### src/rtl/moore1_defs_pkg.sv
// Shared codes for the 4-state Moore sequencer and its receive-side decoder.
// Holds the state codes, decoded command codes and the decoder FSM encoding.
package moore1_defs;

    localparam logic [1:0] E0 = 2'd0;
    localparam logic [1:0] E1 = 2'd1;
    localparam logic [1:0] E2 = 2'd2;
    localparam logic [1:0] E3 = 2'd3;

    localparam logic [1:0] CMD_A = 2'b10;
    localparam logic [1:0] CMD_B = 2'b01;

    typedef enum logic [1:0] {
        UNSYNC = 2'd0,
        TRACK  = 2'd1,
        ERR    = 2'd2
    } dec_state_e;

endpackage

### src/rtl/moore1_cmd_fifo.sv
// Small 2-bit command FIFO; a push into a full FIFO only lands when a pop
// happens in the same cycle, otherwise it is dropped.
module moore1_cmd_fifo #(
    parameter int DEPTH = 4
) (
    input  logic       clk,
    input  logic       rst,
    input  logic       push_i,
    input  logic       pop_i,
    input  logic [1:0] din_i,
    output logic [1:0] dout_o,
    output logic       full_o,
    output logic       empty_o
);

    localparam int AW = $clog2(DEPTH);

    logic [1:0]  mem_q [DEPTH];
    logic [AW-1:0] wp_q;
    logic [AW-1:0] rp_q;
    logic [AW:0]   cnt_q;
    logic          do_push;
    logic          do_pop;

    assign empty_o = (cnt_q == '0);
    assign full_o  = (cnt_q == (AW+1)'(DEPTH));
    assign do_pop  = pop_i && !empty_o;
    assign do_push = push_i && (!full_o || do_pop);
    assign dout_o  = mem_q[rp_q];

    always_ff @(posedge clk or posedge rst) begin
        if (rst) begin
            wp_q  <= '0;
            rp_q  <= '0;
            cnt_q <= '0;
        end else begin
            if (do_push) wp_q <= wp_q + 1'b1;
            if (do_pop)  rp_q <= rp_q + 1'b1;
            cnt_q <= cnt_q + (AW+1)'(do_push) - (AW+1)'(do_pop);
        end
    end

    always_ff @(posedge clk) begin
        if (do_push) mem_q[wp_q] <= din_i;
    end

endmodule

### src/rtl/moore1_cmd_decoder.sv
// Rebuilds {inA,inB} commands from the observed Moore state code and queues them.
// Define MOORE1_DEC_ERRCNT_EN to build the saturating illegal-jump counter.
module moore1_cmd_decoder
    import moore1_defs::*;
#(
    parameter int FIFO_DEPTH = 4,
    parameter int RESYNC_CYC = 3,
    parameter int ERR_CNT_W  = 8
) (
    input  logic                 clk,
    input  logic                 reset,
    input  logic                 st_a,
    input  logic                 st_b,
    input  logic                 cmd_ready,
    output logic                 cmd_valid,
    output logic                 cmd_a,
    output logic                 cmd_b,
    output logic                 synced,
    output logic                 err,
    output logic                 ovf,
    output logic [ERR_CNT_W-1:0] err_count
);

    localparam int SCW = $clog2(RESYNC_CYC + 1);

    dec_state_e     state_q;
    logic [1:0]     prev_q;
    logic [SCW-1:0] stab_q;
    logic           synced_q;
    logic           err_q;
    logic           ovf_q;

    logic [1:0] code;
    logic [1:0] dcmd;
    logic       legal;
    logic       changed;
    logic       push;
    logic       illegal;
    logic       pop;
    logic       full;
    logic       empty;
    logic [1:0] dout;

    assign code    = {st_a, st_b};
    assign changed = (code != prev_q);
    assign push    = (state_q == TRACK) && changed && legal;
    assign illegal = (state_q == TRACK) && changed && !legal;

    always_comb begin
        legal = 1'b0;
        dcmd  = 2'b00;
        case ({prev_q, code})
            {E0, E3}, {E1, E2}, {E2, E1}, {E3, E0}: begin
                legal = 1'b1;
                dcmd  = CMD_B;
            end
            {E0, E1}, {E1, E0}, {E2, E3}, {E3, E2}: begin
                legal = 1'b1;
                dcmd  = CMD_A;
            end
            default: ;
        endcase
    end

    always_ff @(posedge clk or posedge reset) begin
        if (reset) begin
            state_q  <= UNSYNC;
            prev_q   <= E0;
            stab_q   <= '0;
            synced_q <= 1'b0;
            err_q    <= 1'b0;
            ovf_q    <= 1'b0;
        end else begin
            err_q <= 1'b0;
            if (push && full && !pop) ovf_q <= 1'b1;
            case (state_q)
                UNSYNC: begin
                    prev_q   <= code;
                    state_q  <= TRACK;
                    synced_q <= 1'b1;
                end
                TRACK: begin
                    if (changed) prev_q <= code;
                    if (illegal) begin
                        err_q    <= 1'b1;
                        state_q  <= ERR;
                        synced_q <= 1'b0;
                        stab_q   <= '0;
                    end
                end
                ERR: begin
                    if (changed) begin
                        prev_q <= code;
                        stab_q <= '0;
                    end else if (stab_q == SCW'(RESYNC_CYC - 1)) begin
                        stab_q   <= '0;
                        state_q  <= TRACK;
                        synced_q <= 1'b1;
                    end else begin
                        stab_q <= stab_q + 1'b1;
                    end
                end
                default: begin
                    state_q  <= UNSYNC;
                    synced_q <= 1'b0;
                end
            endcase
        end
    end

    moore1_cmd_fifo #(
        .DEPTH(FIFO_DEPTH)
    ) u_fifo (
        .clk    (clk),
        .rst    (reset),
        .push_i (push),
        .pop_i  (pop),
        .din_i  (dcmd),
        .dout_o (dout),
        .full_o (full),
        .empty_o(empty)
    );

    assign cmd_valid = !empty;
    assign pop       = cmd_valid && cmd_ready;
    // Mask the head so stale storage never leaks out while empty.
    assign cmd_a     = cmd_valid & dout[1];
    assign cmd_b     = cmd_valid & dout[0];
    assign synced    = synced_q;
    assign err       = err_q;
    assign ovf       = ovf_q;

`ifdef MOORE1_DEC_ERRCNT_EN
    logic [ERR_CNT_W-1:0] errcnt_q;

    always_ff @(posedge clk or posedge reset) begin
        if (reset) begin
            errcnt_q <= '0;
        end else if (illegal && (errcnt_q != '1)) begin
            errcnt_q <= errcnt_q + 1'b1;
        end
    end

    assign err_count = errcnt_q;
`else
    assign err_count = '0;
`endif

endmodule

### config.mk
export PLATFORM = sky130hd
export DESIGN_NAME = moore1_cmd_decoder
export DESIGN_NICKNAME = d
export VERILOG_FILES = /design/src/rtl/moore1_defs_pkg.sv /design/src/rtl/moore1_cmd_fifo.sv /design/src/rtl/moore1_cmd_decoder.sv
export SDC_FILE = /design/constraint.sdc
export NUM_CORES = 1
export LEC_CHECK = 0
export BUFFER_PORTS_ARGS = -buffer_cell sky130_fd_sc_hd__buf_2
export CAP_MARGIN = 20
export CORE_AREA = 3 3 77 79
export CTS_CLUSTER_DIAMETER = 50
export DETAILED_ROUTE_END_ITERATION = 6
export DIE_AREA = 0 0 80 82
export HOLD_SLACK_MARGIN = 0.05
export PLACE_DENSITY = 0.41
export SLEW_MARGIN = 30
export SYNTH_ARGS = -nofsm -noshare
export SYNTH_HDL_FRONTEND = slang
export SYNTH_HIERARCHICAL = 1
export SYNTH_SLANG_ARGS = --single-unit
### constraint.sdc
create_clock -name clk -period 2.3 [get_ports clk]
set_clock_uncertainty 0.05 [all_clocks]
set_input_delay 0.23 -clock clk [delete_from_list [all_inputs] [get_ports clk]]
set_output_delay 0.23 -clock clk [all_outputs]
set_load 0.05 [all_outputs]
# Yosys cells after proc, flatten, opt, wreduce, memory -nomap -nowiden
# Memories as Yosys holds them, arrays and structs flattened.
# Index checks and enable logic that the tools add are counted.
# Widths: inputs -> output; s select.
[word_totals]
reg_bits = 16
mem_bits_rw = 8
inputBits = 5
output_inout_bits = 14
elab_cells = 78
mem_count = 1
[op_classes]
add_sub_neg = 5
n_eq_ne = 17
mux = 20
bitwise_logic = 2
reduce_logical = 24
[memory_table]
columns = ["name", "depth", "width", "rd", "rd_clocked_by_memory_dff", "write_ports", "line", "rtl"]
rows = [
  ["u_fifo.mem_q", 4, 2, 1, 0, 1, "moore1_cmd_fifo.sv:18", "logic [1:0] mem_q [DEPTH];"],
]
[op_table]
columns = ["op", "count"]
rows = [
  ["$eq 4x4->1 const B", 4],
  ["$mux 2", 7],
  ["$pmux 2 s2", 3],
  ["$eq 4x3->1 const B", 2],
  ["$logic_and 1x1->1", 8],
  ["$mux 1", 8],
  ["$reduce_or 4->1", 2],
  ["$reduce_or 8->1", 1],
  ["$add 2x1->2 const B", 3],
  ["$ne 2x2->1 const B", 3],
  ["$pmux 2 s3", 1],
  ["$eq 2x2->1 const B", 2],
  ["$eq 4x1->1 const B", 1],
  ["$eq 4x2->1 const B", 1],
  ["$logic_not 1->1", 4],
  ["$reduce_and 2->1", 2],
  ["$reduce_bool 2->1", 2],
  ["$add 3x1->3", 1],
  ["$eq 3x3->1 const B", 1],
  ["$logic_not 3->1", 1],
  ["$pmux 1 s3", 1],
  ["$reduce_and 3->1", 1],
  ["$sub 3x1->3", 1],
  ["$and 1x1->1", 2],
  ["6 further kinds", 6],
]

# Logic depth before layout (Yosys ltp)
[logic_depth]
word_depth = 8
mapped_depth = 9

# Hierarchy
# Netlist, hierarchy kept.
[by_module_without_submodules]
columns = ["mod", "instances", "cells_each", "area_per_inst_um2", "seq_area_each_um2"]
rows = [
  ["moore1_cmd_fifo", 1, 46, 716.9, 415.4],
  ["moore1_cmd_decoder", 1, 55, 614.3, 225.2],
]

# Worst setup path before layout
# OpenSTA, ideal clock, no wires.
[synth_timing]
kind = "register -> register"
start = "register u_fifo.cnt_q[1]"
end = "register u_fifo.cnt_q[2]"
setup_time_ps = 123
t_arrival_ps = 2170
required_time_ps = 2127
slack_ps = -42
path_stages_with_launch = 10
path_buffers = 0
period_less_slack_ps = 2342
cell_sequence = "dfrtp_1 > nor3_1 > nor2b_1 > o31ai_2 > or2_1 > a21bo_1 > ha_1 > fa_1 > xnor2_1 > xnor2_1"
[synth_via]
elab_chain_cells = 8
[synth_rtl]
columns = ["element", "line", "rtl"]
rows = [
  ["start, declared", "moore1_cmd_fifo.sv:21", "logic [AW:0] cnt_q;"],
  ["start signal, assigned", "moore1_cmd_fifo.sv:39", "cnt_q <= cnt_q + (AW+1)'(do_push) - (AW+1)'(do_pop);"],
  ["$logic_not 3->1 *", "moore1_cmd_fifo.sv:25", "assign empty_o = (cnt_q == '0);"],
  ["named net empty", "moore1_cmd_decoder.sv:41", "logic empty;"],
  ["$logic_not 1->1 *", "moore1_cmd_decoder.sv:124", "assign cmd_valid = !empty;"],
  ["$logic_and 1x1->1 *", "moore1_cmd_decoder.sv:125", "assign pop = cmd_valid && cmd_ready;"],
  ["named net pop", "moore1_cmd_decoder.sv:39", "logic pop;"],
  ["$logic_and 1x1->1 *", "moore1_cmd_fifo.sv:27", "assign do_pop = pop_i && !empty_o;"],
  ["$logic_or 1x1->1", "moore1_cmd_fifo.sv:28", "assign do_push = push_i && (!full_o || do_pop);"],
  ["$logic_and 1x1->1", "moore1_cmd_fifo.sv:28", ""],
  ["$add 3x1->3", "moore1_cmd_fifo.sv:39", ""],
  ["$sub 3x1->3 *", "moore1_cmd_fifo.sv:39", ""],
]
# Mark *: on every way through the listed nets, which the timed path passes. The rest lies on a longest branch.
# A chain may end at the register's enable or synchronous reset.

# Worst setup path in the final report
[layout_timing]
start = "register u_fifo.cnt_q[1]"
end = "register u_fifo.cnt_q[2]"
[layout_lines]
columns = ["element", "line", "rtl"]
rows = [
  ["$eq 3x3->1", "moore1_cmd_fifo.sv:26", "assign full_o = (cnt_q == (AW+1)'(DEPTH));"],
  ["named net full", "moore1_cmd_decoder.sv:40", "logic full;"],
  ["$logic_not 1->1", "moore1_cmd_fifo.sv:28", ""],
  ["$logic_or 1x1->1", "moore1_cmd_fifo.sv:28", ""],
  ["$logic_and 1x1->1", "moore1_cmd_fifo.sv:28", ""],
  ["$add 3x1->3", "moore1_cmd_fifo.sv:39", ""],
  ["$sub 3x1->3", "moore1_cmd_fifo.sv:39", ""],
]
# The timed path passes the listed nets, and every way through them passes these cells.

==> summary.txt <==
Route
  • Post-route ant nets: 0
  • Vias: a little under 800
  • Number of vias per cell: 3.875
  • TritonRoute pass-1 iters: 4
  • Initial DRC Count: 23
  • Routed length per placed instance: roughly 11 µm
  • Post-route DRC: 0
  • Post-Route WL: 2251 µm

Placement
  • DP HPWL: 1815 µm
  • Post-DP Area: ~0.0015 mm²
  • DP Worst Slack: about 0.038 ns
  • Port Buffers: 10
  • Placed Cells: 189
  • GP Congestion: 0.7057

Synth
  • Area leader, netlist: dfrtp_1
  • Post-synth top flop: dfrtp_1
  • Mapped Area: 0.001331 mm²
  • Post-synthesis adder-cell area fraction: 0.1090
  • Synth Area in XOR/XNOR: 0.05827
  • Yosys warns: 6
  • Syn Inst Count: slightly above 100
  • Largest family of logic cells by synthesized area: adder cells
  • Simple-gate share of the synthesized area: 0.1043
  • Multiplexer area fraction after synthesis: 0.09023
  • Seq/Total Area, Yosys: 0.4812
  • Synth Area in Compound Gates: 0.07801
  • Post-synth EDFFs: 8
  • Async SR Flop Fraction: 0.6667
  • Synth top area share: 0.3008
  • Syn Area/Cell: 13.18 µm²
  • Synth cell types: 34
  • Synth area leaders: dfrtp_1 30%, edfxtp_1 18%, ha_1 9.4%
  • Synthesis-stage register bit count: 24

Worst setup path
  • Critical path required time: 2.41 ns
  • CP peak stage delay: 0.43 ns
  • CP Class: register to register
  • CP endpoint kind: register
  • Startpoint types: register
  • Crit path DAT: roughly 2.3 ns
  • Slowest stage cell, crit path: dfrtp_1
  • Buf+Inv Stages, Crit Path: 2
  • Most frequent CP cell: buf_4
  • Cells along the critical path: buf_4, buf_4, nor3b_4, a21boi_2, a21bo_1, ha_1, fa_2, xnor2_2, xnor2_1
  • Crit path max-delay family: adder cells
  • Crit-path max FO: 2

Die
  • Die W: 80 µm
  • Core ar.: 0.005405 mm²
  • Initial Util: 0.2463
  • Ports: 19
  • Die height: 82 µm
  • Die area: around 0.0066 mm²
  • Core Rows: 27

Clock tree
  • Clock Root Buffer: clkbuf_8
  • Inserted Clock Buffers: 3
  • Worst-Skew Late Latency: between 0.2 and 0.3 ns
  • Clock slew at reported path FFs: 0.09 ns
  • TritonCTS clock tree: done
  • Maximum clock path buffer count: 2
  • Sink Count: 24
  • H-tree Lvls: 1

Finish
  • Fin area: 0.001640 mm²
  • Nets: 145
  • Fillers: 570
  • Diodes inserted: 0
  • Commonest non-fill, non-tap cell in the layout: dfrtp_1
  • Area Overhead vs Synth: 23.21%
  • Commonest cells after routing, fill and taps aside: 14 x dfrtp_1, 13 x buf_4, 10 x inv_1, 10 x ha_1, 10 x buf_2
  • Layout cells sized above 1: 0.3906
  • Final std cells w/o fill: 200

Global route
  • First-pass GRT wire length: between 3000 and 4000 µm
  • Gr ovfl total: 0
  • Largest net degree at the start of global routing: 15
  • Antenna violations before repair: 0
  • GRT Total Usage: 0.07742
  • Vias in the first global route: 801

Power
  • P per Cell Area: 1480 mW/mm²
  • Leak Pwr: 0.0007521 µW
  • Worst vdd ir: 0.6530 mV

Timing
  • Setup TNS: 0 ns
  • Final Hold Fails: 0
  • Max-slew violation count: 0
  • Max Clock Freq: 455.9 MHz
  • Min Hold Slack: between 0.15 and 0.2 ns
  • Tmin final: 2.194 ns
  • Final setup fails: 0
  • Worst setup margin: 0.1063 ns
  • Period Utilization, post-route: 0.9538

Status
  • Status: completed

Run
  • Number of max-cap violations: 0

Min path
  • Hold Crit Class: input port to register
[cells in the mapped netlist, drive strengths merged, types with 2 or more instances]
cell / count
xor2: 2
dfrtp: 16
mux2: 6
mux4: 2
xnor2: 6
nor2b: 4
and2: 4
ha: 10
a21boi: 2
nor2: 4
buf: 8
inv: 11
edfxtp: 8
[where the power goes]
part           total [µW]  switching [µW]  leakage (µW)  internal [µW]
clock                 376             144     0.0000357            233
combinational        1270             676      0.000450            598
sequential            776             148      0.000267            628
[routing by layer]
layer	track usage	vias up	routed length [µm]
li1	-	379	-
met1	0.1012	379	1000
met2	0.1300	15	1141
met3	0.02303	2	99
met4	0.01014	0	10
met5	0	-	0
[worst reg2reg max path: cells and delay by family, from the launching register on]
kind	cells	cell delay [ns]
AOI/OAI and AO/OA	2	0.29
buffers and inverters	2	0.30
xor gates and xnor gates	2	0.27
adders and majority gates	2	0.54
and+or+nand+nor	1	0.21
DFF	1	0.43
[cell type report]
cell class / count / area [µm²] / area share
sequential: 24 / 643.1 / 0.3921
multi-input combinational: 65 / 636.9 / 0.3883
timing repair buffer: 24 / 157.7 / 0.09611
tap: 72 / 90.09 / 0.05492
clock buffer: 3 / 41.29 / 0.02517
inverter: 11 / 41.29 / 0.02517
clock inverter: 1 / 30.03 / 0.01831
[kinds of logic (layout without fill, tap and decap cells)]
logic type	after synthesis	in the layout
adders and majority gates	11	11
buffers and inverters	19	39
muxes	8	8
xor gates and xnor gates	8	8
and+or+nand+nor	20	20
other	1	8
AOI/OAI and AO/OA	10	10
DFF	24	24
[stage by stage]
step / total power (µW) / util
global placement: 1942 / 0.2766
floorplan: 1664 / -
global route: 2631 / 0.3035
detailed placement: 1965 / 0.2766
CTS: 2354 / 0.2917
finish: 2427 / 0.3035
[what timing repair did]
item                                    in CTS  in global routing
endpoints found under the hold margin       16                  0
hold buffers                                 1                  0
gates resized for setup                      0                  6
endpoints found under the setup margin       0                  1
setup buffers                                0                  6
[state kept, by name (all words and copies together), names as in the netlist]
signal and flops:
u_fifo/wp_q 2, ovf 1, u_fifo/cnt_q 3, synced 1, u_fifo/mem_q 8, stab_q 2
u_fifo/rp_q 2, err 1, state_q 2, prev_q 2
[final timing paths]
| path | startpoint | to | slack [ns] | cells after the start |
|---|---|---|---|---|
| max in group asynchronous | reset | prev_q[0]$_DFFE_PP0P_ | 1.50 | 3 |
| min in group asynchronous | reset | u_fifo/rp_q[1]$_DFFE_PP0N_ | 0.39 | 3 |
| setup reg to reg | u_fifo/cnt_q[1]$_DFF_PP0_ | u_fifo/cnt_q[2]$_DFF_PP0_ | 0.11 | 9 |
| setup / recovery | u_fifo/cnt_q[1]$_DFF_PP0_ | u_fifo/cnt_q[2]$_DFF_PP0_ | 0.11 | 9 |
| hold reg to reg | ovf$_DFFE_PP0P_ | ovf$_DFFE_PP0P_ | 0.41 | 1 |
| hold / removal | st_b | prev_q[0]$_DFFE_PP0P_ | 0.19 | 2 |
Power figures use the tool's default switching activity.
